**src/rtl/cfm_write_sequencer.sv**
```systemverilog
// cfm_write_sequencer
//   Streams a packet-buffer burst into the configuration flash, one 32-bit
//   word at a time. For every word it reads the buffer through the word-reader
//   handshake, then issues an address phase and a write-data phase to the CFM
//   data controller. The command FSM starts one burst per WRDATA packet.
//
// Ports
//   clk, reset        clock; asynchronous active-low reset
//   start/len/base    command strobe, byte length, first CFM word address
//   busy/done/error   status: busy for the whole burst, done pulse, sticky error
//   start_rd_ram/start_rd_addr, done_rd_ram/rd_word   buffer word reader
//   start_addr/start_wrdata/wr_addr_data/wr_data_data/done_data   CFM controller
module cfm_write_sequencer #(
  parameter int NUMBER  = 256,
  parameter int TIMEOUT = 1024
) (
  input  logic        clk,
  input  logic        reset,
  input  logic        start,
  input  logic [7:0]  len,
  input  logic [31:0] base_addr,
  output logic        busy,
  output logic        done,
  output logic        error,
  output logic        start_rd_ram,
  output logic [7:0]  start_rd_addr,
  input  logic        done_rd_ram,
  input  logic [31:0] rd_word,
  output logic        start_addr,
  output logic        start_wrdata,
  output logic [31:0] wr_addr_data,
  output logic [31:0] wr_data_data,
  input  logic        done_data
);

  localparam int TW = $clog2(TIMEOUT + 1);

  typedef enum logic [3:0] {
    IDLE, CHECK, RD_REQ, RD_WAIT, AD_REQ, AD_WAIT, WR_REQ, WR_WAIT, NEXT, DONE, ERR
  } state_t;

  state_t        state;
  logic [7:0]    len_q;
  logic [31:0]   addr;
  logic [5:0]    words_left;
  logic [TW-1:0] tcnt;

  logic len_bad;
  logic expired;

  assign len_bad = (len_q == 8'd0) || (len_q[1:0] != 2'b00) || (int'(len_q) > NUMBER);
  // Last permitted wait cycle; a done seen in this same cycle still wins.
  assign expired = (tcnt == TW'(TIMEOUT - 1));

  // start_rd_addr doubles as the byte-offset counter: it is only advanced in
  // NEXT, so it stays stable for the whole outstanding read.
  always_ff @(posedge clk or negedge reset) begin
    if (!reset) begin
      state         <= IDLE;
      len_q         <= '0;
      addr          <= '0;
      words_left    <= '0;
      tcnt          <= '0;
      busy          <= 1'b0;
      done          <= 1'b0;
      error         <= 1'b0;
      start_rd_ram  <= 1'b0;
      start_rd_addr <= '0;
      start_addr    <= 1'b0;
      start_wrdata  <= 1'b0;
      wr_addr_data  <= '0;
      wr_data_data  <= '0;
    end else begin
      start_rd_ram <= 1'b0;
      start_addr   <= 1'b0;
      start_wrdata <= 1'b0;
      done         <= 1'b0;
      case (state)
        IDLE: if (start) begin
          len_q <= len;
          addr  <= base_addr;
          error <= 1'b0;
          busy  <= 1'b1;
          state <= CHECK;
        end
        CHECK: if (len_bad) begin
          error <= 1'b1;
          done  <= 1'b1;
          state <= ERR;
        end else begin
          words_left    <= len_q[7:2];
          start_rd_addr <= 8'd0;
          start_rd_ram  <= 1'b1;
          tcnt          <= '0;
          state         <= RD_REQ;
        end
        RD_REQ: state <= RD_WAIT;
        RD_WAIT: if (done_rd_ram) begin
          wr_data_data <= rd_word;
          wr_addr_data <= addr;
          start_addr   <= 1'b1;
          tcnt         <= '0;
          state        <= AD_REQ;
        end else if (expired) begin
          error <= 1'b1;
          done  <= 1'b1;
          state <= ERR;
        end else begin
          tcnt <= tcnt + 1'b1;
        end
        AD_REQ: state <= AD_WAIT;
        AD_WAIT: if (done_data) begin
          start_wrdata <= 1'b1;
          tcnt         <= '0;
          state        <= WR_REQ;
        end else if (expired) begin
          error <= 1'b1;
          done  <= 1'b1;
          state <= ERR;
        end else begin
          tcnt <= tcnt + 1'b1;
        end
        WR_REQ: state <= WR_WAIT;
        WR_WAIT: if (done_data) begin
          state <= NEXT;
        end else if (expired) begin
          error <= 1'b1;
          done  <= 1'b1;
          state <= ERR;
        end else begin
          tcnt <= tcnt + 1'b1;
        end
        NEXT: begin
          words_left <= words_left - 6'd1;
          addr       <= addr + 32'd1;
          if (words_left == 6'd1) begin
            done  <= 1'b1;
            state <= DONE;
          end else begin
            start_rd_addr <= start_rd_addr + 8'd4;
            start_rd_ram  <= 1'b1;
            tcnt          <= '0;
            state         <= RD_REQ;
          end
        end
        DONE, ERR: begin
          busy  <= 1'b0;
          state <= IDLE;
        end
        default: state <= IDLE;
      endcase
    end
  end

endmodule

```
**config.mk**
```make
export PLATFORM = sky130hd
export DESIGN_NAME = cfm_write_sequencer
export DESIGN_NICKNAME = d
export VERILOG_FILES = /design/src/rtl/cfm_write_sequencer.sv
export SDC_FILE = /design/constraint.sdc
export NUM_CORES = 1
export LEC_CHECK = 0
export CAP_MARGIN = 15
export CORE_MARGIN = 8
export CORE_UTILIZATION = 45
export DETAILED_ROUTE_END_ITERATION = 8
export PLACE_DENSITY = 0.72
export SLEW_MARGIN = 40
export SYNTH_ARGS = -nofsm -noshare
export SYNTH_HDL_FRONTEND = slang
export SYNTH_SLANG_ARGS = --single-unit
```
**constraint.sdc**
```tcl
create_clock -name clk -period 6.6 [get_ports clk]
set_clock_uncertainty 0.2 [all_clocks]
set_input_delay 1.32 -clock clk [delete_from_list [all_inputs] [get_ports clk]]
set_output_delay 1.32 -clock clk [all_outputs]
set_load 0.02 [all_outputs]
```
==> impl.org <==
** Status
- Run status :: completed

** Synthesis
- Number of enable-type register cells in the synthesized netlist :: 0
- Counting flops and latches in the post-synthesis netlist gives 137.
- Summing the sequential cell areas from Yosys gives between 50% and 60% of the chip area.
- Synth Flop Type :: sky130_fd_sc_hd__dfrtp_1
- The number of different library cells used by synthesis comes to 61.
- For this run, the number of Yosys warnings is 0.
- Counting flops with an async set or reset pin after synthesis yields a share of 100.0%.
- In this run the mean area of a mapped cell was 10.69 µm².
- The cell area that synthesis handed to floorplanning was around 0.0064 mm².
- After technology mapping, the gate count stands at 599.

** Floorplanning
- Std cell rows :: 43
- Number of top-level pins :: 155
- Core box area :: 0.01388 mm²
- From left edge to right edge, the die measures 135.3 µm.
- Die extent in y :: 135.3 µm
- Floorplan die area :: ~0.018 mm²
- The initial utilization of the core area, before any placement, comes to ~46%.

** Worst setup path
- Signal arrival time at the worst endpoint :: 3090 ps
- The critical path goes through clkdlybuf4s50_1, and4_2, buf_6, mux2_2.
- For the worst setup path, the data required time is ~6700 ps.
- The slowest stage of the critical path is the sky130_fd_sc_hd__clkdlybuf4s50_1 cell.
- Worst setup EP type :: flip-flop
- The largest single stage delay on the critical path is 560 ps.
- STA classifies the critical path startpoint as an input pin.
- Along the worst path, the maximum fanout reaches between 60 and 70.
- For the worst flop-to-flop path, the logic depth is 5.
- Kind of critical path :: input pin to flip-flop

** Global routing
- Global routing used 22.98% of the available met1 tracks.
- Initial antenna violation count :: 1
- Total Routing Usage GR :: 18.77%
- Global routing used 5.230% of the available met3 tracks.
- For this run, global-route usage on met2 was measured as 30.89%.
- The via count of the first global-routing pass came to between 5000 and 6000.
- Peak-usage layer in the global routing report :: met2
- The first global-routing pass estimated 27740 µm of wire.
- Entering global routing, the biggest net connects 85 pins.
- After global routing the overflow that remains totals 0.

** Final layout
- Top library cells by usage in the layout, fill and taps aside :: 151 x sky130_fd_sc_hd__clkdlybuf4s50_1, 137 x sky130_fd_sc_hd__dfrtp_1, 76 x sky130_fd_sc_hd__nand2_1, 64 x sky130_fd_sc_hd__mux2_2, 51 x sky130_fd_sc_hd__nor2_1
- Area Growth Syn to Fin :: 36.89%
- The layout has 1089 filler cells.
- Most common cell after layout, fill and taps aside :: sky130_fd_sc_hd__clkdlybuf4s50_1
- Share of post-route cells with drive strength above 1 :: 15.98%
- N_diodes :: 0
- Final net count :: roughly 830
- Final non-filler cell total :: approximately 940

** Timing
- Sum of negative setup slack :: 0 ps
- Final count of pins violating max slew :: 0
- Final cycle utilization of the critical path :: between 40% and 50%
- Minimum clock period after layout :: 2992 ps
- Measured against its own limit, the worst slew margin works out to between 50% and 60%.
- For the pin with the worst max-slew slack, the measured transition is 665.6 ps.
- Count of final setup violators :: 0
- Setup repair after global routing left no endpoint under its margin.
- The count of endpoints failing hold in the final timing report came to 0.
- Static timing analysis puts the maximum clock frequency at about 0.33 GHz.
- Worst hold-check slack :: 278.2 ps

** Place
- Number of port buffers :: 152
- Final GP Congestion :: 0.8865
- HPWL reported at the end of detailed placement :: between 10000 and 15000 µm
- The number of placed instances, taps included, is 905.

** Clock tree
- Counting every sink on the clock net gives 137.
- Number of gates given a new drive strength after cts :: 0
- In this run the deepest clock path goes through 2 buffers.
- At the later pin of the worst-skew pair, clock insertion delay measures 420 ps.
- Number of levels in the clock H-tree :: 4
- Clock-pin slew was measured on the worst setup and hold paths at ~60 ps.
- Post-CTS setup buffer count :: 0
- For this design, the CTS-stage hold fixing added 0 buffers.
- Clock root buffer :: sky130_fd_sc_hd__clkbuf_16
- Clock buffer count from CTS :: 17
- TritonCTS built the clock tree.

** Detailed routing
- Vias per cell :: 5.748
- The pre-antenna-repair detailed-routing pass consisted of 5 iterations.
- In the final routed layout, each cell accounts on average for 18.23 µm.
- After detailed routing, the number of remaining DRC violations is 0.
- For this block, the via count after detailed routing is 5386.
- Once detail routing completed, the nets flagged for antenna violations numbered 0.
- The detailed router finished its first iteration with 282 violations.
- Wirelength, routed :: roughly 17000 µm

** Flow run
- Max-cap check violation count :: 0

** Power
- Power density over the cells :: 488.2 mW/mm²
- VDD sags by at most 241.2 µV.
- For this design the static power due to leakage is 3.633 nW.

** Worst hold path
- Min-Delay Path Depth :: 2
- The path class of the tightest hold or removal check is flip-flop to flip-flop.
where the power goes:
group / total (mW) / switching (mW) / internal, mW / leakage, nW
Clock: 1.11 / 0.364 / 0.748 / 0.330
Sequential: 1.54 / 0.337 / 1.20 / 1.69
Combinational: 1.63 / 0.835 / 0.799 / 1.62
synthesized netlist by cell type, types with 4 or more instances:
cell type / n / area (µm²)
sky130_fd_sc_hd__dfrtp_1: 137 / 3428
sky130_fd_sc_hd__nand2_1: 76 / 285.3
sky130_fd_sc_hd__mux2_2: 64 / 720.7
sky130_fd_sc_hd__nor2_1: 51 / 191.4
sky130_fd_sc_hd__nand3_1: 26 / 130.1
sky130_fd_sc_hd__a21oi_1: 24 / 120.1
sky130_fd_sc_hd__o21ai_0: 20 / 100.1
sky130_fd_sc_hd__clkbuf_1: 13 / 48.80
sky130_fd_sc_hd__buf_2: 12 / 60.06
sky130_fd_sc_hd__inv_1: 12 / 45.04
sky130_fd_sc_hd__o211ai_1: 12 / 90.09
sky130_fd_sc_hd__nand4_1: 10 / 62.56
sky130_fd_sc_hd__nor3_1: 9 / 45.04
sky130_fd_sc_hd__and3_1: 8 / 50.05
sky130_fd_sc_hd__or3_1: 7 / 43.79
sky130_fd_sc_hd__o22ai_1: 6 / 37.54
sky130_fd_sc_hd__a221o_1: 5 / 50.05
sky130_fd_sc_hd__a311oi_1: 5 / 43.79
sky130_fd_sc_hd__a31oi_1: 5 / 31.28
sky130_fd_sc_hd__ha_1: 5 / 62.56
sky130_fd_sc_hd__o31ai_1: 5 / 37.54
sky130_fd_sc_hd__buf_4: 4 / 30.03
sky130_fd_sc_hd__nand2b_1: 4 / 25.02
sky130_fd_sc_hd__nor2b_1: 4 / 25.02
sky130_fd_sc_hd__nor4_1: 4 / 25.02
sky130_fd_sc_hd__o311ai_0: 4 / 35.03
sky130_fd_sc_hd__o32ai_1: 4 / 35.03
sky130_fd_sc_hd__xor2_1: 4 / 35.03
logic make-up after synthesis:
kind of cell	count (synthesis)	synth area share (%)
mux	67	11.72
fa+ha+maj	5	0.9766
xor+xnor	5	0.6836
simple gates	222	17.15
other cells	1	0.05854
compound gates	118	12.85
buf+inv	44	3.047
flops	137	53.52
worst max-delay path: cells and delay by family:
kind,cells,cell delay [ps]
and+or+nand+nor,1,260
muxes,1,420
buffers and inverters,2,1040
layer usage:
layer	share of wire [%]	routed length [µm]	vias up
li1	-	-	2488
met1	41	7026	2664
met2	51	8631	201
met3	6.3	1077	31
met4	2.0	335	2
met5	0.076	13	-
flip-flops by register name, indices dropped and copies added (netlist names), 4 cells and up:
| name | count |
|---|---|
| start_rd_addr | 6 |
| words_left | 6 |
| wr_addr_data | 32 |
| len_q | 8 |
| state | 4 |
| wr_data_data | 32 |
| tcnt | 11 |
| addr | 32 |
final timing paths:
check | from | endpoint | slack, ps
setup / recovery | done_rd_ram | wr_data_data[4] | 3610
hold / removal | len_q[0] | len_q[0] | 280
setup reg to reg | state[1] | addr[21] | 3790
hold reg to reg | len_q[0] | len_q[0] | 280
max in group asynchronous | reset | wr_data_data[7] | 4470
min in group asynchronous | reset | wr_addr_data[13] | 650
through the flow:
step                      setup slack (ps)  total power, mW  utilization (%)  area, µm²
after global placement                3093            3.108            58.01       8053
after detailed placement              3025            3.181            58.04       8056
after global routing                  3552            4.526            63.18       8770
final                                 3608            4.282            63.18       8770
after floorplan                       4031            2.436                -       6410
after CTS                             3465            4.315            63.07       8755
cell type report:
type,count,area [µm²],area share (%)
Inverter,12,45.04,0.5136
Tap cell,180,225.2,2.568
Sequential cell,137,3428,39.09
Clock buffer,17,425.4,4.851
Clock inverter,15,272.8,3.110
Timing Repair Buffer,157,1570,17.91
Multi-Input combinational cell,419,2803,31.96
(Power assumes the default switching activity.)
